==> config.mk <==
export PLATFORM = sky130hd
export DESIGN_NAME = instr_fetch_flat
export DESIGN_NICKNAME = d
export VERILOG_FILES = /design/src/rtl/instr_fetch_pkg.sv /design/src/rtl/instr_fetch_if.sv /design/src/rtl/instr_fetch.sv /design/src/flat_wrapper.sv
export SDC_FILE = /design/constraint.sdc
export NUM_CORES = 1
export LEC_CHECK = 0
export BUFFER_PORTS_ARGS = -buffer_cell sky130_fd_sc_hd__buf_2
export CELL_PAD_IN_SITES_DETAIL_PLACEMENT = 0
export CELL_PAD_IN_SITES_GLOBAL_PLACEMENT = 1
export CORE_MARGIN = 3
export CORE_UTILIZATION = 30
export DETAILED_ROUTE_END_ITERATION = 6
export GPL_TIMING_DRIVEN = 0
export PLACE_DENSITY_LB_ADDON = 0.12
export SKIP_CTS_REPAIR_TIMING = 1
export SLEW_MARGIN = 20
export SYNTH_ARGS = -nofsm -noshare
export SYNTH_HDL_FRONTEND = slang
export SYNTH_SLANG_ARGS = --single-unit
==> constraint.sdc <==
create_clock -name clk -period 1.95 [get_ports clk]
set_clock_uncertainty 0.2 [all_clocks]
set_input_delay 0.39 -clock clk [delete_from_list [all_inputs] [get_ports clk]]
set_output_delay 0.39 -clock clk [all_outputs]
set_load 0.02 [all_outputs]
==> src/rtl/instr_fetch_pkg.sv <==
// Shared definitions for the fetch stage: word type, PC update modes,
// the reset/fault instruction, the FSM state encoding and the registered
// instruction record handed to decode.
package instr_fetch_pkg;

  typedef logic [31:0] word;

  localparam logic PC_MODE_INCREMENT = 1'b0;
  localparam logic PC_MODE_JUMP      = 1'b1;

  localparam int  INSTRUCTION_SIZE_IN_BYTES = 4;
  localparam word NOP_INSTR                 = 32'h0000_0013;

  typedef enum logic [2:0] {
    S_START,
    S_REQ,
    S_WAIT,
    S_DRAIN,
    S_HOLD
  } fetch_state_e;

  // Instruction record as presented to decode.
  typedef struct packed {
    word  instr;
    word  addr;
    logic fault;
  } fetch_rsp_t;

endpackage

==> src/rtl/instr_fetch_if.sv <==
// Fetch-side bus bundle: the instruction-memory read channel plus the
// instruction handshake towards decode.
//   master : the fetch stage (drives mem request and instr outputs)
//   slave  : the environment (memory + decode)
interface instr_fetch_if;
  import instr_fetch_pkg::*;

  logic mem_req_valid;
  logic mem_req_ready;
  word  mem_addr;
  logic mem_rsp_valid;
  word  mem_rsp_data;
  logic mem_rsp_err;

  logic instr_valid;
  logic instr_ready;
  word  instr;
  word  instr_pc;
  logic instr_fault;

  modport master (
    output mem_req_valid, mem_addr, instr_valid, instr, instr_pc, instr_fault,
    input  mem_req_ready, mem_rsp_valid, mem_rsp_data, mem_rsp_err, instr_ready
  );

  modport slave (
    input  mem_req_valid, mem_addr, instr_valid, instr, instr_pc, instr_fault,
    output mem_req_ready, mem_rsp_valid, mem_rsp_data, mem_rsp_err, instr_ready
  );

endinterface

==> src/rtl/instr_fetch.sv <==
// Instruction fetch stage sitting directly after the PC register.
// Issues one word read per PC, captures the response and hands it to
// decode over valid/ready. Drives the PC register's enable/mode: increment
// once per completed fetch, jump on a redirect from execute. One memory
// request in flight at most; responses belonging to a redirected fetch
// are discarded.
// Ports:
//   clk, res        clock / async active-low reset
//   pc              current PC
//   pc_enable       PC update strobe (combinational)
//   pc_mode         PC_MODE_INCREMENT / PC_MODE_JUMP (combinational)
//   redirect        single-cycle jump request from execute
//   bus (master)    memory read channel + decode handshake
module instr_fetch
  import instr_fetch_pkg::*;
#(
  parameter bit CheckAlign = 1'b1
) (
  input  logic              clk,
  input  logic              res,
  input  word               pc,
  output logic              pc_enable,
  output logic              pc_mode,
  input  logic              redirect,
  instr_fetch_if.master     bus
);

  fetch_state_e state_q, state_d;
  fetch_rsp_t   out_q, out_d;
  word          req_pc_q, req_pc_d;
  logic         inc, req_v, hold_v, misaligned;

  assign misaligned = CheckAlign && (pc[1:0] != 2'b00);

  always_ff @(posedge clk or negedge res) begin
    if (!res) begin
      state_q  <= S_START;
      out_q    <= '{instr: NOP_INSTR, addr: '0, fault: 1'b0};
      req_pc_q <= '0;
    end else begin
      state_q  <= state_d;
      out_q    <= out_d;
      req_pc_q <= req_pc_d;
    end
  end

  always_comb begin
    state_d  = state_q;
    out_d    = out_q;
    req_pc_d = req_pc_q;
    inc      = 1'b0;
    req_v    = 1'b0;
    hold_v   = 1'b0;
    unique case (state_q)
      S_START: state_d = S_REQ;
      S_REQ: begin
        if (misaligned) begin
          // Never reaches memory; a fault record takes the slot instead.
          if (!redirect) begin
            out_d   = '{instr: NOP_INSTR, addr: pc, fault: 1'b1};
            inc     = 1'b1;
            state_d = S_HOLD;
          end
        end else begin
          req_v = !redirect;
          if (req_v && bus.mem_req_ready) begin
            req_pc_d = pc;
            state_d  = S_WAIT;
          end
        end
      end
      S_WAIT: begin
        if (bus.mem_rsp_valid) begin
          if (redirect) state_d = S_REQ;   // response belongs to the old path
          else begin
            out_d   = '{instr: bus.mem_rsp_data, addr: req_pc_q, fault: bus.mem_rsp_err};
            inc     = 1'b1;
            state_d = S_HOLD;
          end
        end else if (redirect) begin
          state_d = S_DRAIN;
        end
      end
      // Swallow the one stale response. A further redirect here changes
      // nothing: we still only owe memory that single response, so leaving
      // as soon as it shows up cannot deadlock.
      S_DRAIN: if (bus.mem_rsp_valid) state_d = S_REQ;
      S_HOLD: begin
        hold_v = !redirect;
        if (redirect || bus.instr_ready) state_d = S_REQ;
      end
      default: state_d = S_START;
    endcase
  end

  // Redirect wins over any increment in the same cycle. Strobes are
  // gated by reset so nothing leaks out while the block is held.
  assign pc_enable = res & (redirect | inc);
  assign pc_mode   = redirect ? PC_MODE_JUMP : PC_MODE_INCREMENT;

  assign bus.mem_req_valid = res & req_v;
  assign bus.mem_addr      = pc;
  assign bus.instr_valid   = res & hold_v;
  assign bus.instr         = out_q.instr;
  assign bus.instr_pc      = out_q.addr;
  assign bus.instr_fault   = out_q.fault;

  // Memory must never answer when no request is outstanding.
  a_rsp_legal: assert property (@(posedge clk) disable iff (!res)
    !(bus.mem_rsp_valid && (state_q == S_REQ || state_q == S_HOLD)));

endmodule

==> src/flat_wrapper.sv <==
// flat-port wrapper written by rule: the top's interface ports become plain ports
module instr_fetch_flat import instr_fetch_pkg::*;
#(
  parameter bit CheckAlign = 1'b1
)
  (clk, res, pc, pc_enable, pc_mode, redirect, bus_mem_req_valid, bus_mem_addr, bus_instr_valid, bus_instr, bus_instr_pc, bus_instr_fault, bus_mem_req_ready, bus_mem_rsp_valid, bus_mem_rsp_data, bus_mem_rsp_err, bus_instr_ready);
  instr_fetch_if bus_i ();
  input  logic clk;
  input  logic res;
  input  word pc;
  output logic pc_enable;
  output logic pc_mode;
  input  logic redirect;
  output wire logic [$bits(bus_i.mem_req_valid)-1:0] bus_mem_req_valid;
  output wire logic [$bits(bus_i.mem_addr)-1:0] bus_mem_addr;
  output wire logic [$bits(bus_i.instr_valid)-1:0] bus_instr_valid;
  output wire logic [$bits(bus_i.instr)-1:0] bus_instr;
  output wire logic [$bits(bus_i.instr_pc)-1:0] bus_instr_pc;
  output wire logic [$bits(bus_i.instr_fault)-1:0] bus_instr_fault;
  input wire logic [$bits(bus_i.mem_req_ready)-1:0] bus_mem_req_ready;
  input wire logic [$bits(bus_i.mem_rsp_valid)-1:0] bus_mem_rsp_valid;
  input wire logic [$bits(bus_i.mem_rsp_data)-1:0] bus_mem_rsp_data;
  input wire logic [$bits(bus_i.mem_rsp_err)-1:0] bus_mem_rsp_err;
  input wire logic [$bits(bus_i.instr_ready)-1:0] bus_instr_ready;
  assign bus_mem_req_valid = bus_i.mem_req_valid;
  assign bus_mem_addr = bus_i.mem_addr;
  assign bus_instr_valid = bus_i.instr_valid;
  assign bus_instr = bus_i.instr;
  assign bus_instr_pc = bus_i.instr_pc;
  assign bus_instr_fault = bus_i.instr_fault;
  assign bus_i.mem_req_ready = bus_mem_req_ready;
  assign bus_i.mem_rsp_valid = bus_mem_rsp_valid;
  assign bus_i.mem_rsp_data = bus_mem_rsp_data;
  assign bus_i.mem_rsp_err = bus_mem_rsp_err;
  assign bus_i.instr_ready = bus_instr_ready;
  instr_fetch #(.CheckAlign(CheckAlign)) u_core (.clk(clk), .res(res), .pc(pc), .pc_enable(pc_enable), .pc_mode(pc_mode), .redirect(redirect), .bus(bus_i));
endmodule
# After elaboration in Yosys (flattened, before gate mapping)

Cells that the tools add are included.

Add/sub/neg operators: 0
$mul: 0
Divide/modulo/power cells: 0
$lt $le $gt $ge: 0
Equal/unequal tests: 13
Shift-type cells: 0
Mux-type cells: 22
Bitwise operators: 5
Reduce and logical (&&, ||, !) cells: 9

Operator list:

| kind                 | number |
|---|---|
| $mux W65             | 4 |
| $pmux W65 S2         | 1 |
| $mux W3              | 8 |
| $pmux W3 S5          | 1 |
| $reduce_and A5 Y1    | 2 |
| $ne A2 B2 Y1 const B | 4 |
| $mux W1              | 7 |
| $eq A3 B2 Y1 const B | 2 |
| $ne A3 B3 Y1 const B | 2 |
| $ne A2 B1 Y1 const B | 2 |
| $reduce_bool A2 Y1   | 2 |
| $and A1 B1 Y1        | 3 |
| $eq A3 B1 Y1 const B | 1 |
| $eq A3 B3 Y1 const B | 1 |
| $logic_not A3 Y1     | 1 |
| $ne A3 B1 Y1 const B | 1 |
| $reduce_and A3 Y1    | 1 |
| $pmux W1 S2          | 1 |
| $logic_and A1 B1 Y1  | 1 |
| $logic_not A1 Y1     | 1 |
| $logic_or A1 B1 Y1   | 1 |
| $not A1 Y1           | 1 |
| $or A1 B1 Y1         | 1 |

Flip-flop bits (word level): 100
Bits in latches: 0
Bits in writable memories: 0
Memory bits (read-only): 0
Bits of input ports: 71
Output and inout port bits: 101
Logic and storage cells: 54
Memories kept: 0

# Logic depth before layout (Yosys ltp)

Gate-level depths: netlist (run 1).

Depth after elaboration: 5
Mapped depth: 6
Depth with buffers taken out: 4

# Least setup slack after synthesis (run 1)

No wires, ideal clock.

Kind: register -> output
Start: reg u_core.state_q[0]
End: out pc_enable
Data arrival time: 1524 ps
Required time: 1360 ps
Setup slack: -164 ps
Cell stages (with the launch flop): 7
Buffers on the path: 2
Cells stage by stage: dfrtp_1 nand2b_4 nor2_4 buf_6 buf_2 a211oi_1 nor2_1

Cells in the longest elaborated chain, start to end: 4
Elaborated cells between the ends (all ways): 5
Those cells by class: eq/ne (2); mux (1); bitwise (2)

RTL lines:

| item                                                | RTL line           | source |
|---|---|---|
| start, declared                                     | instr_fetch.sv:28  | `fetch_state_e state_q, state_d;` |
| start signal, assigned                              | instr_fetch.sv:41  | `state_q <= state_d;` |
| $eq A3 B2 Y1 / $eq A3 B1 Y1 (equally long branches) | instr_fetch.sv:54  | `unique case (state_q)` |
| $pmux W1 S2 *                                       | instr_fetch.sv:54  |  |
| $or A1 B1 Y1 *                                      | instr_fetch.sv:98  | `assign pc_enable = res & (redirect \| inc);` |
| $and A1 B1 Y1 *                                     | instr_fetch.sv:98  |  |
| end, declared                                       | flat_wrapper.sv:11 | `output logic pc_enable;` |

Every way passes the cells marked *; elsewhere a longest branch is shown, timed or not.

# Final worst setup path (run 1)

Same ends and word-level chain as after synthesis.

==> results_dict.tcl, run 1 <==
set metrics [dict create \
    antenna_cells 0 \
    cts_root_buf "clkbuf_16" \
    cts_made_buffers 9 \
    layout_setup_ws_ns -0.146 \
    rows 45 \
    ys.flop_type "dfrtp_1" \
    violations "negative hold slack, negative setup slack" \
    synth_mux_area_share_pct 30.3 \
    worst_r2r_path_depth 6 \
    die_w_um 132 \
    wl_per_cell_um 14.3 \
    worstPathRequired_ns 1.36 \
    die_h_um 132 \
    reg2reg_to "u_core.bus.instr_pc[23]" \
    port_buffers 171 \
    power_leakage_nw 3.36 \
    grt_util_all_layers_pct 12.8 \
    synth-seq-area-share_pct 52.3 \
    reg2reg_from "u_core.state_q[0]" \
    design_area_um2 6520 \
    final_nets 640 \
    avgSynthCellArea_um2 12.8 \
    place_area_um2 5960 \
    syn_area_um2 4790 \
    cp-start-kind "flop" \
    drt_wl_total_mm 11.2 \
    clock_latency_ns 0.34 \
    cts_max_path_buffers 2 \
    dp_slack_ns -0.387 \
    antenna_found_initial 0 \
    gr-total-overflow 0 \
    syn_nets 445 \
    grt_pass1_vias 3350 \
    min_period_over_period_pct 108 \
    area.growth.synth_to_final_pct 36.0 \
    timing.slew.headroom_pct 72.0 \
    regArea_um2 2510 \
    p_total_mw 7.94 \
    syn_inst 374 \
    ir_drop_v 0.000556 \
    setup_viol 27 \
    synth_seq_cells 100 \
    synth_cell_type_count 29 \
    fin_crit_ns 2.10 \
    dr.pass1.iters 4 \
    drv_cap 0 \
    drv_slew 0 \
    place_congestion 0.767 \
    ant_nets 0 \
    worst_slew_pin_slew_ns 0.419 \
    cts.clk_slew.worst_paths_ns 0.07 \
    crit_type "reg2out" \
    multi_input_area_um2 1830 \
    timing.hold.ws_ns -0.295 \
    htreeDepth 3 \
    cts_sinks 100 \
    yosys.area_share.simple_pct 5.32 \
    dieArea_um2 17500 \
    min_path_type "in2async" \
    synth-edff-count 0 \
    drive_gt1_share_pct 62.7 \
    synth_top_family_by_area "multiplexers" \
    ios 172 \
    synth-xor-area-share_pct 0 \
    rsz0062_at_grt "true" \
    fillers 1558 \
    status "complete, but fails checks" \
    critPathMaxFanout 5 \
    rrSetupSlack_ns -0.07 \
    yosysWarnings 0 \
    dp_hpwl_mm 7.97 \
    vias 3289 \
    fp.coreArea_um2 15400 \
    powerDensity_nw_per_um2 1220 \
    synth-async-reset-ratio_pct 100 \
    max_freq_mhz 477 \
    vias_per_cell 4.20 \
    cts_tree "built" \
    grt_pass1_wl_mm 17.8 \
    synth_fa_ha_area_share_pct 0 \
    hold_violations 55 \
    start_util_pct 31.1 \
    synth_compound_area_share_pct 1.70 \
    drcViolationCount 0 \
    arrival_ns 1.51 \
    critical_path.endpoint_type "primary output" \
    grt_max_degree 52 \
    dr.first_iter.drc_count 74 \
]
where the power goes:
group          internal [mW]  switching [mW]  leakage [nW]
registers               2.82           0.373          1.25
logic                   1.47            1.46          1.97
clock network           1.03           0.793         0.141
total                   5.32            2.63          3.36
layer usage:
layer	wire length (um)	vias to the layer above	track usage [%]
met5	0	-	0
met4	151	0	5.02
met3	748	9	3.66
met2	4990	113	19.5
met1	5290	1565	17.2
li1	-	1602	-
cells in the mapped netlist, types with 2 or more instances:
cell / n / area share, %
a21oi_1: 4 / 0.42
and2_1: 2 / 0.26
buf_2: 10 / 1.0
buf_4: 35 / 5.5
buf_6: 5 / 1.2
dfrtp_1: 97 / 51
dfstp_2: 3 / 1.6
inv_1: 35 / 2.7
mux2_2: 66 / 16
mux2_4: 27 / 8.5
mux2i_1: 29 / 6.1
nand2_1: 29 / 2.3
nand2b_4: 2 / 0.57
nor2_1: 11 / 0.86
nor3_1: 3 / 0.31
o21ai_0: 3 / 0.31
cells in the final DEF, fill, tap and decap left out, drive strengths merged:
cell type    n
and2         2
nor3         3
nor2        13
mux2        94
clkbuf      14
dfstp        3
a21oi        4
a211oi       1
clkinv       2
or4          1
a22oi        1
nand2b       2
nand3        1
o21ai        4
nand4        1
o211ai       1
nand2       29
mux2i       29
inv         35
nor2b        1
clkinvlp     2
buf        230
dfrtp       97
o311a        1
nand3b       1
bufinv       1
sequential cells by signal, summed over array words and instances, names as in the netlist:
| signal | count |
|---|---|
| u_core.bus.instr | 32 |
| u_core.req_pc_q | 32 |
| u_core.bus.instr_pc | 32 |
| u_core.bus.instr_fault | 1 |
| u_core.state_q | 3 |
cell families (layout without fill, tap and decap cells):
kind of cell | count (synthesis) | after routing
compound gates | 12 | 12
buf+inv | 85 | 284
flops | 100 | 100
mux | 123 | 123
simple gates | 54 | 54
area by class of cell:
class	count	share of cell area, %
Inverter	35	2.02
Buffer	49	6.58
Timing Repair Buffer	185	16.1
Clock buffer	10	3.67
Tap cell	211	4.05
Multi-Input combinational cell	189	28.1
Sequential cell	100	38.5
Clock inverter	5	0.960
critical path: stages, from the launching register on:
cell and delay [ns]:
dfrtp_2 0.45, nand2b_4 0.17, nor2_4 0.13, buf_12 0.12, a211oi_4 0.05, nor2_2 0.12
buf_6 0.13
stage by stage:
| step | hold slack [ns] | setup TNS [ns] | util [%] | std cells |
|---|---|---|---|---|
| global route | -0.285 | -3.91 | 42.2 | 784 |
| CTS | -0.194 | -6.02 | 40.6 | 772 |
| global placement | 0.249 | -106.94 | 38.4 | 756 |
| finish | -0.295 | -1.76 | 42.2 | 784 |
| floorplan | -0.106 | -0.0518 | - | 374 |
| detailed placement | 0.188 | -11.30 | 38.6 | 757 |
worst max path at each step:
| stage | from | to | slack (ns) | depth (start not counted) |
|---|---|---|---|---|
| 6_report | u_core.state_q[0] | pc_enable | -0.15 | 6 |
| 3_3_place_gp | res | bus_instr_valid | -1.58 | 4 |
| 5_1_grt | u_core.state_q[0] | pc_enable | -0.24 | 6 |
| 2_1_floorplan | u_core.state_q[0] | pc_enable | -0.05 | 6 |
| 3_5_place_dp | u_core.state_q[0] | pc_enable | -0.39 | 7 |
| 4_1_cts | u_core.state_q[0] | pc_enable | -0.78 | 7 |
(Power assumes the default switching activity.)
==> inputs of run 2 (changes only) <==
- CORE_ASPECT_RATIO: not set -> 1.5
- RECOVER_POWER: not set -> 25
==> results_dict.tcl, run 2 (same netlist as run 1, synthesis figures left out) <==
set metrics [dict create \
    status "complete, but fails checks" \
    violations "negative setup slack" \
    ir_drop_v 0.000467 \
    p_total_mw 7.92 \
    cts_tree "built" \
    hold_violations 0 \
    crit_path_top_delay_cell "dfrtp_2" \
    postLayoutCoreUtil_pct 42.3 \
    fp.coreArea_um2 15600 \
    arrival_ns 1.57 \
    setup_viol 25 \
    worst_slew_pin_slew_ns 0.778 \
    cts_max_path_buffers 2 \
    drive_gt1_share_pct 62.1 \
    fin_crit_ns 2.16 \
    dr.first_iter.drc_count 95 \
    grt_pass1_wl_mm 17.6 \
    dp_hpwl_mm 8.19 \
    die_h_um 161 \
    critical_path.endpoint_type "primary output" \
    powerDensity_nw_per_um2 1200 \
    max_freq_mhz 462 \
    internal_power_mw 5.27 \
    switching_power_mw 2.64 \
    drv_cap 0 \
    critPathMaxFanout 4 \
    startpoint "u_core.state_q[0]" \
    power_leakage_nw 3.43 \
    reg2reg_from "u_core.state_q[0]" \
    drcViolationCount 0 \
    final_common_cell "buf_2" \
    crit_chain "nand2b_4 -> nor2_4 -> buf_12 -> buf_8 -> a211oi_2 -> nor2_2 -> buf_6" \
    htreeDepth 3 \
    place_inst 749 \
    die_w_um 109 \
    min_period_over_period_pct 111 \
    cts_sinks 100 \
    rsz0062_at_grt "true" \
    clock_latency_ns 0.35 \
    cts_root_buf "clkbuf_16" \
    ant_nets 0 \
    multi_input_area_um2 1830 \
    dr.pass1.iters 6 \
    drv_slew 0 \
    min-delay-start "bus_instr_ready" \
    cp-start-kind "flop" \
    antenna_found_initial 0 \
    regArea_um2 2510 \
    worstPathRequired_ns 1.36 \
    grt_util_all_layers_pct 12.9 \
    pwr-share-comb_pct 38.7 \
    place_congestion 0.677 \
    layout_setup_ws_ns -0.213 \
    gr-total-overflow 0 \
    grt_pass1_vias 3432 \
    grt_max_degree 70 \
    power_frac_seq_pct 40.3 \
    critPathTopFamily "flip-flops" \
    area.growth.synth_to_final_pct 38.0 \
    fillers 1571 \
    vias 3425 \
    drt_wl_total_mm 11.8 \
    crit_type "reg2out" \
    cts_made_buffers 9 \
    netSwitchingFraction_pct 33.4 \
    slowest_delay_ns 0.44 \
    rows 56 \
    dp_slack_ns -0.374 \
    fin_tns_setup_ns -0.775 \
    wl_per_cell_um 14.9 \
    instances_no_fill 794 \
    final_cell_mix "buf_2, dfrtp_1, mux2_2" \
    power_frac_clock_pct 21.0 \
    min_path_type "in2reg" \
    final_nets 658 \
    start_util_pct 30.7 \
    port_buffers 171 \
    cp.buffers_inverters 3 \
    ios 172 \
    cts.clk_slew.worst_paths_ns 0.06 \
    vias_per_cell 4.31 \
    antenna_cells 0 \
    timing.slew.headroom_pct 48.0 \
    dieArea_um2 17600 \
]
## run 2: changes by cell type in the layout (fill, tap and decap cells not counted), moves of 3 or more
| cell | delta |
|---|---|
| buf_4 | +4 |
| buf_12 | +3 |
| buf_2 | +3 |
| mux2_2 | -4 |
| dlygate4sd3_1 | +4 |
| clkbuf_1 | +3 |
| mux2_4 | +4 |
## run 2: per-stage QoR
stage | cell area [um^2] | hold WS (ns)
after floorplan | 4810 | -0.106
after global placement | 5920 | 0.247
after detailed placement | 5950 | 0.107
after CTS | 6220 | -0.269
after global routing | 6620 | 0.0771
final | 6620 | 0.0619
## run 2: worst paths after layout
kind	endpoint	slack (ns)	cells after the start
max	pc_enable	-0.21	7
min	u_core.state_q[2]	0.06	2
max reg2reg	u_core.bus.instr_pc[10]	-0.04	6
min reg2reg	u_core.bus.instr[1]	0.26	2
max in group asynchronous	u_core.state_q[1]	0.15	4
min in group asynchronous	u_core.req_pc_q[2]	0.67	3
## run 2: power groups by stage
stage / Combinational [mW] / Clock [mW] / Sequential [mW]
final: 3.06 / 1.67 / 3.19
after global routing: 3.31 / 1.82 / 3.29
after CTS: 2.76 / 1.74 / 3.20
after detailed placement: 2.76 / 0 / 3.23
after global placement: 2.72 / 0 / 3.19
after floorplan: 1.40 / 0 / 3.67
## run 2: final cells by class
class	count	area share (%)
clock inverters	5	0.567
repair buffers	202	17.4
clock buffers	10	3.46
plain buffers	50	7.19
multi-input cells	189	27.6
inverters	35	1.99
flip-flops and latches	100	37.9
well taps	203	3.84
## run 2: metal layers
layer	track usage [%]	share of wire, %	vias to the layer above
met2	21.7	50	117
met4	5.62	1.9	0
met3	3.10	7.1	12
met1	15.6	41	1664
li1	-	-	1632
met5	0	0	-
==> inputs of run 3 (changes only) <==
- CORE_ASPECT_RATIO: 1.5 -> 0.75
==> results_dict.tcl, run 3 (same netlist as run 1, synthesis figures left out) <==
set metrics [dict create \
    port_buffers 171 \
    cts_max_path_buffers 2 \
    min_period_over_period_pct 111 \
    antenna_cells 0 \
    dr.first_iter.drc_count 85 \
    hold_violations 0 \
    drv_cap 0 \
    gr-total-overflow 0 \
    cts_sinks 100 \
    final_nets 653 \
    max_freq_mhz 464 \
    timing.slew.headroom_pct 56.4 \
    dr.pass1.iters 4 \
    fin_tns_setup_ns -1.65 \
    min_path_type "in2reg" \
    powerDensity_nw_per_um2 1210 \
    crit_chain "nand2b_4 -> nor2_4 -> buf_12 -> buf_12 -> a211oi_2 -> nor2_2 -> buf_6" \
    final_cell_mix "buf_2, dfrtp_1, mux2_2" \
    die_w_um 152 \
    place_congestion 0.743 \
    rsz0062_at_grt "true" \
    rows 39 \
    htreeDepth 3 \
    place_area_um2 5950 \
    vias 3407 \
    cp-start-kind "flop" \
    crit_type "reg2out" \
    arrival_ns 1.57 \
    drv_slew 0 \
    cts_tree "built" \
    grt_max_degree 56 \
    fp.coreArea_um2 15400 \
    slowest_delay_ns 0.41 \
    ir_drop_v 0.000464 \
    cp.buffers_inverters 3 \
    drive_gt1_share_pct 61.8 \
    dp_hpwl_mm 8.25 \
    final_common_cell "buf_2" \
    layout_setup_ws_ns -0.207 \
    cts_root_buf "clkbuf_16" \
    grt_pass1_wl_mm 17.3 \
    die_h_um 115 \
    power_leakage_nw 3.41 \
    dieArea_um2 17500 \
    fin_crit_ns 2.16 \
    critPathMaxFanout 4 \
    wl_per_cell_um 14.9 \
    grt_pass1_vias 3296 \
    worstPathRequired_ns 1.36 \
    cts.clk_slew.worst_paths_ns 0.06 \
    drcViolationCount 0 \
    ios 172 \
    critical_path.endpoint_type "primary output" \
    design_area_um2 6610 \
    vias_per_cell 4.30 \
    timing.hold.ws_ns 0.0534 \
    path_common_cell "buf_12" \
    clock_latency_ns 0.34 \
    area.growth.synth_to_final_pct 38.0 \
    setup_viol 23 \
    fillers 1521 \
    worst_slew_pin_slew_ns 0.654 \
    antenna_found_initial 1 \
    cts_made_buffers 9 \
    critPathTopFamily "flip-flops" \
    ant_nets 0 \
    crit_path_top_delay_cell "dfrtp_2" \
    drt_wl_total_mm 11.8 \
    grt_util_all_layers_pct 12.6 \
    status "complete, but fails checks" \
    violations "negative setup slack" \
    start_util_pct 31.1 \
]
-- run 3: layout make-up --
class,instances,area [um^2],share of cell area (%)
buffer,49,425,6.43
multi-input combinational,189,1820,27.5
tap,205,256,3.88
clock buffer,12,246,3.73
inverter,35,131,1.99
sequential,100,2510,37.9
clock inverter,4,72.6,1.10
timing repair buffer,198,1150,17.4
-- run 3: report_power, final --
group / internal [mW] / switching [mW] / total (mW)
Clock: 1.16 / 0.771 / 1.93
Combinational: 1.45 / 1.45 / 2.90
Sequential: 2.82 / 0.374 / 3.20
-- run 3: through the flow --
step | setup WS, ns | util (%) | total power, mW | instances
2_1_floorplan | -0.0518 | - | 5.07 | 374
3_3_place_gp | -1.62 | 38.4 | 5.91 | 750
3_5_place_dp | -0.357 | 38.6 | 5.99 | 751
4_1_cts | -0.740 | 40.7 | 7.97 | 767
5_1_grt | -0.270 | 42.9 | 8.50 | 792
6_report | -0.207 | 42.9 | 8.03 | 792
-- run 3: worst register-to-register path, cell delays in order, from the launching register on --
cell	delay (ns)
dfrtp_2	0.44
nand2b_4	0.17
nor2_4	0.12
buf_4	0.14
buf_12	0.15
clkbuf_16	0.17
mux2_4	0.29
mux2_2	0.26
-- run 3: layer usage --
layer,global-route usage (%),vias to the layer above,part of all wire (%)
met2,20.3,90,47
met3,4.78,13,6.3
li1,-,1640,-
met5,0,-,0.11
met4,4.31,2,1.3
met1,15.8,1662,45
-- run 3: worst paths after layout --
kind / slack (ns) / from / to / cells past startpoint
worst max register to register: -0.09 / u_core.state_q[0] / u_core.bus.instr_pc[20] / 7
worst min register to register: 0.26 / u_core.bus.instr[4] / u_core.bus.instr[4] / 2
min in group asynchronous: 0.30 / res / u_core.bus.instr[4] / 3
worst max-delay path: -0.21 / u_core.state_q[0] / pc_enable / 7
max in group asynchronous: 0.15 / res / u_core.bus.instr[30] / 5
worst min-delay path: 0.05 / bus_instr_ready / u_core.state_q[2] / 2
